$ cat src/rtl/seq_pkg.sv
// seq_pkg: definitions shared by the sequencer and its LUT loader.
// Contents:
//   - sequencer state encodings
//   - LUT entry layout: field offsets and widths, plus a packed struct
//   - loader FSM state enum
package seq_pkg;

    localparam int unsigned LUT_W         = 37;
    localparam int unsigned BYTE_W        = 8;
    localparam int unsigned ENTRY_BYTES   = 5;

    localparam int unsigned NEXT_STATE_LSB = 0;
    localparam int unsigned NEXT_STATE_W   = 3;
    localparam int unsigned REPEAT_LSB     = 3;
    localparam int unsigned REPEAT_W       = 8;
    localparam int unsigned LENGTH_LSB     = 11;
    localparam int unsigned LENGTH_W       = 16;
    localparam int unsigned EOF_BIT        = 27;
    localparam int unsigned SOF_BIT        = 28;
    localparam int unsigned NEXT_ADDR_LSB  = 29;
    localparam int unsigned NEXT_ADDR_W    = 8;

    // Sequencer state encodings, as stored in the next_state field.
    typedef enum logic [2:0] {
        SEQ_RST          = 3'd0,
        SEQ_IDLE         = 3'd1,
        SEQ_PANEL_STABLE = 3'd2,
        SEQ_CLEAR        = 3'd3,
        SEQ_INTEGRATE    = 3'd4,
        SEQ_SHIFT        = 3'd5,
        SEQ_WAIT         = 3'd6,
        SEQ_READOUT      = 3'd7
    } seq_state_t;

    // One LUT command entry. The first field listed is the MSB.
    typedef struct packed {
        logic [NEXT_ADDR_W-1:0] next_address;
        logic                   sof;
        logic                   eof;
        logic [LENGTH_W-1:0]    data_length;
        logic [REPEAT_W-1:0]    repeat_count;
        seq_state_t             next_state;
    } lut_entry_t;

    // Loader FSM states.
    typedef enum logic [2:0] {
        LD_IDLE    = 3'd0,
        LD_COLLECT = 3'd1,
        LD_WRITE   = 3'd2,
        LD_SETTLE  = 3'd3,
        LD_VERIFY  = 3'd4,
        LD_FINISH  = 3'd5
    } ld_state_t;

endpackage

$ cat src/rtl/seq_lut_byte_packer.sv
// seq_lut_byte_packer: assembles five little-endian host bytes into one LUT entry.
// Ports:
//   clk, reset_i      - clock, synchronous active-high reset
//   i_clear           - restart assembly at byte 0
//   i_accept, i_byte  - byte handshake qualifier and data
//   o_last_c          - combinational: the byte accepted this cycle completes an entry
//   o_entry           - last completed entry (registered)
//   o_complete        - one-cycle flag: o_entry was updated on the previous edge
module seq_lut_byte_packer
    import seq_pkg::*;
#(
    parameter int unsigned LUT_WIDTH = 37
) (
    input  logic                 clk,
    input  logic                 reset_i,
    input  logic                 i_clear,
    input  logic                 i_accept,
    input  logic [7:0]           i_byte,
    output logic                 o_last_c,
    output logic [LUT_WIDTH-1:0] o_entry,
    output logic                 o_complete
);

    localparam int unsigned LOW_W  = (ENTRY_BYTES - 1) * BYTE_W;
    localparam int unsigned HIGH_W = LUT_WIDTH - LOW_W;

    logic [LOW_W-1:0]     r_shift;
    logic [2:0]           r_cnt;
    logic [LUT_WIDTH-1:0] r_entry;
    logic                 r_complete;

    assign o_last_c   = i_accept && (r_cnt == 3'(ENTRY_BYTES - 1));
    assign o_entry    = r_entry;
    assign o_complete = r_complete;

    // Bytes 0..3 shift in from the top. Byte 4 supplies only the bits that fit the entry.
    always_ff @(posedge clk) begin
        if (reset_i) begin
            r_shift    <= '0;
            r_cnt      <= '0;
            r_entry    <= '0;
            r_complete <= 1'b0;
        end else if (i_clear) begin
            r_cnt      <= '0;
            r_complete <= 1'b0;
        end else begin
            r_complete <= 1'b0;
            if (i_accept) begin
                if (o_last_c) begin
                    r_entry    <= {i_byte[HIGH_W-1:0], r_shift};
                    r_cnt      <= '0;
                    r_complete <= 1'b1;
                end else begin
                    r_shift <= {i_byte, r_shift[LOW_W-1:BYTE_W]};
                    r_cnt   <= r_cnt + 3'd1;
                end
            end
        end
    end

endmodule

$ cat src/rtl/seq_lut_loader.sv
// seq_lut_loader: streams host bytes into LUT entries, writes them to the
// sequencer LUT, and owns the config_done handshake.
// Optional feature macro: SEQ_LUT_VERIFY_EN. When defined, the LUT is read back
// after the writes and the XOR-fold of the readback is checked.
// Ports:
//   clk, reset_i                  - clock, synchronous active-high reset
//   start_i, entry_count_i        - load request and entry count
//   host_valid_i, host_data_i,
//   host_ready_o                  - byte stream handshake
//   lut_wen_o, lut_write_data_o   - LUT write strobe and entry
//   lut_rden_o, lut_read_data_i   - LUT readback (verify build only)
//   config_done_o                 - low while the LUT is being configured or after a failed load
//   busy_o, done_o, error_o       - status
module seq_lut_loader
    import seq_pkg::*;
#(
    parameter int unsigned LUT_WIDTH     = 37,
    parameter int unsigned ADDR_WIDTH    = 8,
    parameter int unsigned SETTLE_CYCLES = 2,
    parameter int unsigned READ_LATENCY  = 1
) (
    input  logic                  clk,
    input  logic                  reset_i,
    input  logic                  start_i,
    input  logic [ADDR_WIDTH-1:0] entry_count_i,
    input  logic                  host_valid_i,
    input  logic [7:0]            host_data_i,
    output logic                  host_ready_o,
    output logic                  lut_wen_o,
    output logic [LUT_WIDTH-1:0]  lut_write_data_o,
    output logic                  lut_rden_o,
    input  logic [LUT_WIDTH-1:0]  lut_read_data_i,
    output logic                  config_done_o,
    output logic                  busy_o,
    output logic                  done_o,
    output logic                  error_o
);

    localparam int unsigned SETTLE_W = (SETTLE_CYCLES > 1) ? $clog2(SETTLE_CYCLES) : 1;
    localparam logic [SETTLE_W-1:0] SETTLE_LAST = SETTLE_W'(SETTLE_CYCLES - 1);

    ld_state_t             r_state;
    logic [ADDR_WIDTH-1:0] r_count;
    logic [ADDR_WIDTH-1:0] r_remaining;
    logic [SETTLE_W-1:0]   r_settle_cnt;
    logic                  r_host_ready;
    logic                  r_wen;
    logic                  r_config_done;
    logic                  r_busy;
    logic                  r_done;
    logic                  r_error;

    ld_state_t             w_state_nxt;
    logic [ADDR_WIDTH-1:0] w_count_nxt;
    logic [ADDR_WIDTH-1:0] w_remaining_nxt;
    logic [SETTLE_W-1:0]   w_settle_nxt;
    logic                  w_ready_nxt;
    logic                  w_wen_nxt;
    logic                  w_config_done_nxt;
    logic                  w_busy_nxt;
    logic                  w_done_nxt;
    logic                  w_error_nxt;
    logic                  w_clear;

    logic                  w_accept;
    logic                  w_last;
    logic [LUT_WIDTH-1:0]  w_entry;
    logic                  w_entry_valid;
    logic [ADDR_WIDTH-1:0] w_next_addr;

`ifdef SEQ_LUT_VERIFY_EN
    logic                    r_rden;
    logic [ADDR_WIDTH-1:0]   r_issued;
    logic [ADDR_WIDTH-1:0]   r_samples;
    logic [READ_LATENCY-1:0] r_rd_pipe;
    logic [LUT_WIDTH-1:0]    r_wr_fold;
    logic [LUT_WIDTH-1:0]    r_rd_fold;

    logic                    w_rden_nxt;
    logic [ADDR_WIDTH-1:0]   w_issued_nxt;
    logic [ADDR_WIDTH-1:0]   w_samples_nxt;
    logic [LUT_WIDTH-1:0]    w_wr_fold_nxt;
    logic [LUT_WIDTH-1:0]    w_rd_fold_nxt;

    assign lut_rden_o = r_rden;
`else
    logic w_unused_rd;

    assign lut_rden_o  = 1'b0;
    assign w_unused_rd = ^{lut_read_data_i, 32'(READ_LATENCY)};
`endif

    assign w_accept    = r_host_ready && host_valid_i;
    assign w_next_addr = w_entry[NEXT_ADDR_LSB +: ADDR_WIDTH];

    seq_lut_byte_packer #(
        .LUT_WIDTH (LUT_WIDTH)
    ) u_packer (
        .clk        (clk),
        .reset_i    (reset_i),
        .i_clear    (w_clear),
        .i_accept   (w_accept),
        .i_byte     (host_data_i),
        .o_last_c   (w_last),
        .o_entry    (w_entry),
        .o_complete (w_entry_valid)
    );

    assign host_ready_o     = r_host_ready;
    assign lut_wen_o        = r_wen;
    assign lut_write_data_o = w_entry;
    assign config_done_o    = r_config_done;
    assign busy_o           = r_busy;
    assign done_o           = r_done;
    assign error_o          = r_error;

    // Next state and next registered outputs.
    always_comb begin
        w_state_nxt       = r_state;
        w_count_nxt       = r_count;
        w_remaining_nxt   = r_remaining;
        w_settle_nxt      = r_settle_cnt;
        w_ready_nxt       = 1'b0;
        w_wen_nxt         = 1'b0;
        w_done_nxt        = 1'b0;
        w_busy_nxt        = r_busy;
        w_config_done_nxt = r_config_done;
        w_error_nxt       = r_error;
        w_clear           = 1'b0;
`ifdef SEQ_LUT_VERIFY_EN
        w_rden_nxt        = 1'b0;
        w_issued_nxt      = r_issued;
        w_samples_nxt     = r_samples;
        w_wr_fold_nxt     = r_wr_fold;
        w_rd_fold_nxt     = r_rd_fold;
`endif

        unique case (r_state)
            LD_IDLE: begin
                if (start_i) begin
                    w_clear = 1'b1;
                    if (entry_count_i != '0) begin
                        w_count_nxt       = entry_count_i;
                        w_remaining_nxt   = entry_count_i;
                        w_error_nxt       = 1'b0;
                        w_config_done_nxt = 1'b0;
                        w_busy_nxt        = 1'b1;
                        w_ready_nxt       = 1'b1;
                        w_state_nxt       = LD_COLLECT;
`ifdef SEQ_LUT_VERIFY_EN
                        w_wr_fold_nxt     = '0;
`endif
                    end else begin
                        // An empty load only acknowledges; the LUT is left as it is.
                        w_done_nxt = 1'b1;
                    end
                end
            end

            LD_COLLECT: begin
                w_ready_nxt = 1'b1;
                if (w_last) begin
                    w_ready_nxt = 1'b0;
                    w_wen_nxt   = 1'b1;
                    w_state_nxt = LD_WRITE;
                end
            end

            LD_WRITE: begin
                // An out-of-range link is flagged, but the entry is still written.
                if (w_entry_valid && (w_next_addr >= r_count)) begin
                    w_error_nxt = 1'b1;
                end
`ifdef SEQ_LUT_VERIFY_EN
                if (w_entry_valid) begin
                    w_wr_fold_nxt = r_wr_fold ^ w_entry;
                end
`endif
                w_remaining_nxt = r_remaining - ADDR_WIDTH'(1);
                if (r_remaining != ADDR_WIDTH'(1)) begin
                    w_ready_nxt = 1'b1;
                    w_state_nxt = LD_COLLECT;
                end else begin
                    w_settle_nxt = '0;
                    w_state_nxt  = LD_SETTLE;
                end
            end

            LD_SETTLE: begin
                if (r_settle_cnt == SETTLE_LAST) begin
`ifdef SEQ_LUT_VERIFY_EN
                    w_rden_nxt    = 1'b1;
                    w_issued_nxt  = ADDR_WIDTH'(1);
                    w_samples_nxt = '0;
                    w_rd_fold_nxt = '0;
                    w_state_nxt   = LD_VERIFY;
`else
                    w_done_nxt        = 1'b1;
                    w_busy_nxt        = 1'b0;
                    w_config_done_nxt = !w_error_nxt;
                    w_state_nxt       = LD_FINISH;
`endif
                end else begin
                    w_settle_nxt = r_settle_cnt + SETTLE_W'(1);
                end
            end

`ifdef SEQ_LUT_VERIFY_EN
            LD_VERIFY: begin
                if (r_issued != r_count) begin
                    w_rden_nxt   = 1'b1;
                    w_issued_nxt = r_issued + ADDR_WIDTH'(1);
                end
                // Readback data arrives READ_LATENCY cycles behind each strobe.
                if (r_rd_pipe[READ_LATENCY-1]) begin
                    w_rd_fold_nxt = r_rd_fold ^ lut_read_data_i;
                    w_samples_nxt = r_samples + ADDR_WIDTH'(1);
                    if (r_samples == (r_count - ADDR_WIDTH'(1))) begin
                        if (w_rd_fold_nxt != r_wr_fold) begin
                            w_error_nxt = 1'b1;
                        end
                        w_done_nxt        = 1'b1;
                        w_busy_nxt        = 1'b0;
                        w_config_done_nxt = !w_error_nxt;
                        w_state_nxt       = LD_FINISH;
                    end
                end
            end
`endif

            LD_FINISH: begin
                w_state_nxt = LD_IDLE;
            end

            default: begin
                w_state_nxt = LD_IDLE;
            end
        endcase
    end

    // State and output registers.
    always_ff @(posedge clk) begin
        if (reset_i) begin
            r_state       <= LD_IDLE;
            r_count       <= '0;
            r_remaining   <= '0;
            r_settle_cnt  <= '0;
            r_host_ready  <= 1'b0;
            r_wen         <= 1'b0;
            r_config_done <= 1'b1;
            r_busy        <= 1'b0;
            r_done        <= 1'b0;
            r_error       <= 1'b0;
`ifdef SEQ_LUT_VERIFY_EN
            r_rden        <= 1'b0;
            r_issued      <= '0;
            r_samples     <= '0;
            r_rd_pipe     <= '0;
            r_wr_fold     <= '0;
            r_rd_fold     <= '0;
`endif
        end else begin
            r_state       <= w_state_nxt;
            r_count       <= w_count_nxt;
            r_remaining   <= w_remaining_nxt;
            r_settle_cnt  <= w_settle_nxt;
            r_host_ready  <= w_ready_nxt;
            r_wen         <= w_wen_nxt;
            r_config_done <= w_config_done_nxt;
            r_busy        <= w_busy_nxt;
            r_done        <= w_done_nxt;
            r_error       <= w_error_nxt;
`ifdef SEQ_LUT_VERIFY_EN
            r_rden        <= w_rden_nxt;
            r_issued      <= w_issued_nxt;
            r_samples     <= w_samples_nxt;
            r_rd_pipe     <= (r_rd_pipe << 1) | READ_LATENCY'(r_rden);
            r_wr_fold     <= w_wr_fold_nxt;
            r_rd_fold     <= w_rd_fold_nxt;
`endif
        end
    end

endmodule

$ cat config.mk
export PLATFORM = sky130hd
export DESIGN_NAME = seq_lut_loader
export DESIGN_NICKNAME = d
export VERILOG_FILES = /design/src/rtl/seq_pkg.sv /design/src/rtl/seq_lut_byte_packer.sv /design/src/rtl/seq_lut_loader.sv
export SDC_FILE = /design/constraint.sdc
export NUM_CORES = 1
export LEC_CHECK = 0
export CORE_MARGIN = 10
export CORE_UTILIZATION = 30
export DETAILED_ROUTE_END_ITERATION = 16
export SLEW_MARGIN = 15
export SYNTH_ARGS = -nofsm -noshare
export SYNTH_HDL_FRONTEND = slang
export SYNTH_SLANG_ARGS = --single-unit
$ cat constraint.sdc
create_clock -name clk -period 2.7 [get_ports clk]
set_input_delay 0.54 -clock clk [delete_from_list [all_inputs] [get_ports clk]]
set_output_delay 0.54 -clock clk [all_outputs]
set_load 0.01 [all_outputs]
Word level (Yosys, flattened, before mapping)
Index checks and enable logic that the tools add are counted.
Operators by class
  add/sub/neg operators: 3
  bitwise gates (word level): 4
  reduce and logical (&&, ||, !) cells: 20
  equality and inequality tests: 11
  order comparisons: 1
  mux-type cells: 35
Operators by type and width (number)
  2-to-1 mux 1 bit: 19
  2-to-1 mux 8 bit: 2
  one-hot mux 8 bit (2 select lines): 1
  2-to-1 mux 3 bit: 5
  one-hot mux 3 bit (4 select lines): 1
  AND reduction 3 bit: 4
  AND reduction 4 bit: 3
  != test 2 bit (second input constant): 5
  one-hot mux 1 bit (2 select lines): 5
  >= comparator 8 bit: 1
  != test 8 x 1 -> 1 bit (second input constant): 1
  nonzero test 8 bit: 1
  subtractor 8 x 1 -> 8 bit (second input constant): 1
  == test 3 x 2 -> 1 bit (second input constant): 2
  nonzero test 2 bit: 3
  NOT 1 bit: 4
  OR reduction 2 bit: 2
  adder 3 x 1 -> 3 bit (second input constant): 1
  == test 3 x 1 -> 1 bit (second input constant): 1
  == test 3 bit (second input constant): 1
  logical AND 1 bit: 3
  zero test 3 bit: 1
  one-hot mux 1 bit (3 select lines): 1
  OR reduction 3 bit: 1
  other kinds (5): 5
Storage, ports and cells
  flip-flop bits (word level): 99
  input bits: 57
  word-level logic and storage cells: 88

Logic depth before layout (Yosys ltp)
  depth after elaboration: 4
  gate-level depth with buffers: 8
  depth with buffers taken out: 6

By module
A second synthesis with hierarchy kept.
Unflattened totals
  cells, all modules: 462
  area total of the unflattened synthesis: 4215.3 um^2
By module, submodules not included
  seq_lut_byte_packer: times used 1, area each 2810.2 um^2, sequential area each 1461.4 um^2, cells each 298
  seq_lut_loader: times used 1, area each 1405.1 um^2, sequential area each 520.5 um^2, cells each 164

Worst setup path after synthesis
OpenSTA, ideal clock, no wires.
  path type: in2reg
  start: in entry_count_i[4]
  end: reg r_remaining[2]
  stages on the path: 5
  arrival: 1760 ps
  slack: 869 ps
  buffers on the path: 1
  required time: 2630 ps
  setup time: 70 ps
  path through: or4_1 > o21ai_2 > buf_2 > nand3_1 > a21oi_1
Between the ends
  cells in the longest elaborated chain, start to end: 3
RTL lines
  from (decl): line seq_lut_loader.sv:25  | input logic [ADDR_WIDTH-1:0] entry_count_i,
  nonzero test 8 bit: line seq_lut_loader.sv:142  | if (entry_count_i != '0) begin
  != test 2 bit (no line)
  AND reduction 3 bit (no line)
  to (signal assigned): line seq_lut_loader.sv:265  | r_remaining <= w_remaining_nxt;
  to (decl): line seq_lut_loader.sv:44  | logic [ADDR_WIDTH-1:0] r_remaining;
No other way between the ends.
A chain may end at the register's enable or synchronous reset.

Final worst setup path
  start: in entry_count_i[4]
  end: reg r_remaining[1]
Same word-level chain as after synthesis.

==> results.cfg <==
[synthesis]
synth_top_area_share_pct = 50.8
yosys.cell_types.count = 41
synth_top_cell_by_area = dfxtp_1
synthArstFlopShare_pct = 0
yosys_warnings = 0
ys_seq_area_share_pct = 50.8
ys_ff_latch = 99
synth_nets = 551
syn_area_mm2 = 0.00390
synthTopCellsByArea = dfxtp_1, nand2_1, a21oi_1
synthFlopType = dfxtp_1
netlist_instances = 482
synth.avg_cell_area_um2 = 8.10
synth-edff-count = 0

[timing]
period_needed_ps = 2110
hold_viol_final = 0
worst_slack_ps = 591
rsz0062_at_grt = no
setup_violations = 0
period_share_pct = 78.1
finClkSkew_ps = 6.73
finalSetupTns_ps = 0
fmax_ghz = 0.474
slew_violations = 0

[detailed_routing]
avgRoutedWirePerCell_um = 13.4
drtIter0Drc = 195
ant_nets = 0
num_vias = 3350
vias_per_cell = 4.70
drcViolationCount = 0
first_pass_iters = 4
drt-total-wl_mm = 9.57

[placement]
place_area_mm2 = 0.00473
io_buffers = 62
place_ws_ps = 240
gp_congestion = 0.826
placed_cells = 698
dp_hpwl_mm = 6.92

[clock_network]
insertion_delay_ps = 340
clockRootBuffer = clkbuf_16
htreeDepth = 3
ctsHoldBuffers = 0
clock_path_buffers = 2
ctsResizeCount = 0
post_cts_buffers = 0
cts_sinks = 99
cts.clk_slew.worst_paths_ps = 70
cts_tree = built
cts_buffers = 9

[global_route]
grt_max_degree = 43
grt_pass1_vias = 3299
grt_pass1_wl_mm = 15.9
antenna_found_initial = 0
grt-ovfl-total = 0
grt_util_all_layers_pct = 10.7

[final_layout]
antenna_cells = 0
stdcell_count = 713
design_area_mm2 = 0.00502
fin_nets = 606
utilization_pct = 39.6
drive_gt1_share_pct = 6.47
syn_to_final_growth_pct = 28.5

[run]
maxCapViolations = 0

[worst_hold_path]
worstHoldPathType = register to register

[worst_setup_path]
cp-end-kind = register
required_ps = 2970
start_kind = primary input
slowest_stage = or4_1
crit_chain = clkdlybuf4s50_1 > or4_1 > o21ai_2 > buf_4 > nand3_1 > a31oi_1
critPathMaxStageDelay_ps = 580
arrival_ps = 2380
critical_path_class = primary input to register
worstPathMaxFanout = 9

[floorplanning]
die_h_um = 134
placement_rows = 41
start_util_pct = 30.8
io_pins = 101
core_mm2 = 0.0127
dieWidth_um = 134
die_area_mm2 = 0.0180

[power]
power.density_mw_per_mm2 = 598
ir_drop_mv = 0.268
p_leak_nw = 1.66

[outcome]
status = complete, no violations
-- layout make-up --
class,count,area (µm²)
sequential,99,1980
fill,1315,7650
inverter,13,48.8
multi-input combinational,340,1740
clock inverter,5,46.3
tap,172,215
clock buffer,10,239
timing repair buffer,74,743
-- worst max-delay path, delay by kind of cell --
kind | cells | cell delay [ps]
buf+inv | 2 | 660
compound gates | 2 | 510
simple gates | 2 | 660
-- per-stage QoR --
stage	hold WS, ps	total power [mW]
floorplan	432	1.71
global placement	444	1.81
detailed placement	445	1.81
CTS	455	3.04
global route	476	3.12
finish	452	3.00
-- synthesized netlist by cell type (all sizes together), types with 6 or more instances --
library cell / n
nand3: 9
nor3: 6
inv: 13
dfxtp: 99
a21oi: 86
clkbuf: 18
buf: 12
nand2: 162
nor2: 12
ha: 12
a31oi: 6
-- registers in the layout, indices dropped and copies added, names as in the netlist --
| name | count |
|---|---|
| u_packer.o_entry | 37 |
| u_packer.r_shift | 32 |
| r_count | 8 |
| r_remaining | 8 |
| r_state | 3 |
| u_packer.r_cnt | 3 |
| busy_o | 1 |
| config_done_o | 1 |
| done_o | 1 |
| error_o | 1 |
| host_ready_o | 1 |
| lut_wen_o | 1 |
| r_settle_cnt | 1 |
| u_packer.o_complete | 1 |
-- where the power goes --
part	internal, mW	switching (mW)	leakage (nW)
clock	0.661	0.558	0.135
sequential	1.49	0.0353	0.801
combinational	0.112	0.138	0.725
total	2.27	0.732	1.66
-- placed cells by master (no fill, tap or decap), types with 2 or more instances in the layout --
master | Yosys | routed
nor2_1 | 12 | 11
ha_1 | 12 | 12
or3_1 | 3 | 3
clkinvlp_4 | 0 | 2
o211ai_1 | 3 | 3
o21a_1 | 2 | 2
dfxtp_1 | 99 | 99
a21boi_0 | 2 | 2
buf_12 | 0 | 3
clkdlybuf4s50_1 | 0 | 61
buf_4 | 5 | 9
nand4_1 | 2 | 2
o21ai_0 | 3 | 3
nor3_1 | 6 | 5
a31oi_1 | 6 | 6
nor4b_4 | 2 | 2
nand2b_1 | 3 | 3
a211oi_1 | 4 | 4
or4_1 | 3 | 3
nand2_1 | 162 | 162
clkbuf_16 | 0 | 9
inv_1 | 13 | 13
a21oi_1 | 86 | 86
nand3_1 | 9 | 9
nor4_1 | 2 | 2
inv_8 | 0 | 2
-- logic make-up (layout without fill, tap and decap cells) --
logic type	after synthesis	count (layout)	synth area share (%)
flops	99	99	50.8
compound gates	115	115	16.5
fa+ha+maj	12	12	3.84
other cells	1	1	0.0960
simple gates	212	212	23.9
buf+inv	43	102	4.84
-- layer usage --
layer  global-route usage [%]  wire length, µm  vias up
met1                     13.6             4500     1541
met2                     17.0             4460       63
met3                     2.13              419       13
met5                        0                0        -
li1                         -                -     1733
met4                     5.32              193        0
-- final timing paths --
check                                          from             endpoint  slack [ps]  cells past startpoint
worst max-delay path               entry_count_i[4]       r_remaining[1]         590                      6
worst min-delay path            u_packer.r_shift[3]  u_packer.o_entry[3]         450                      2
worst max register to register       r_remaining[2]         host_ready_o         890                      4
worst min register to register  u_packer.r_shift[3]  u_packer.o_entry[3]         450                      2
Note: power is estimated with default switching activity, not from simulation.
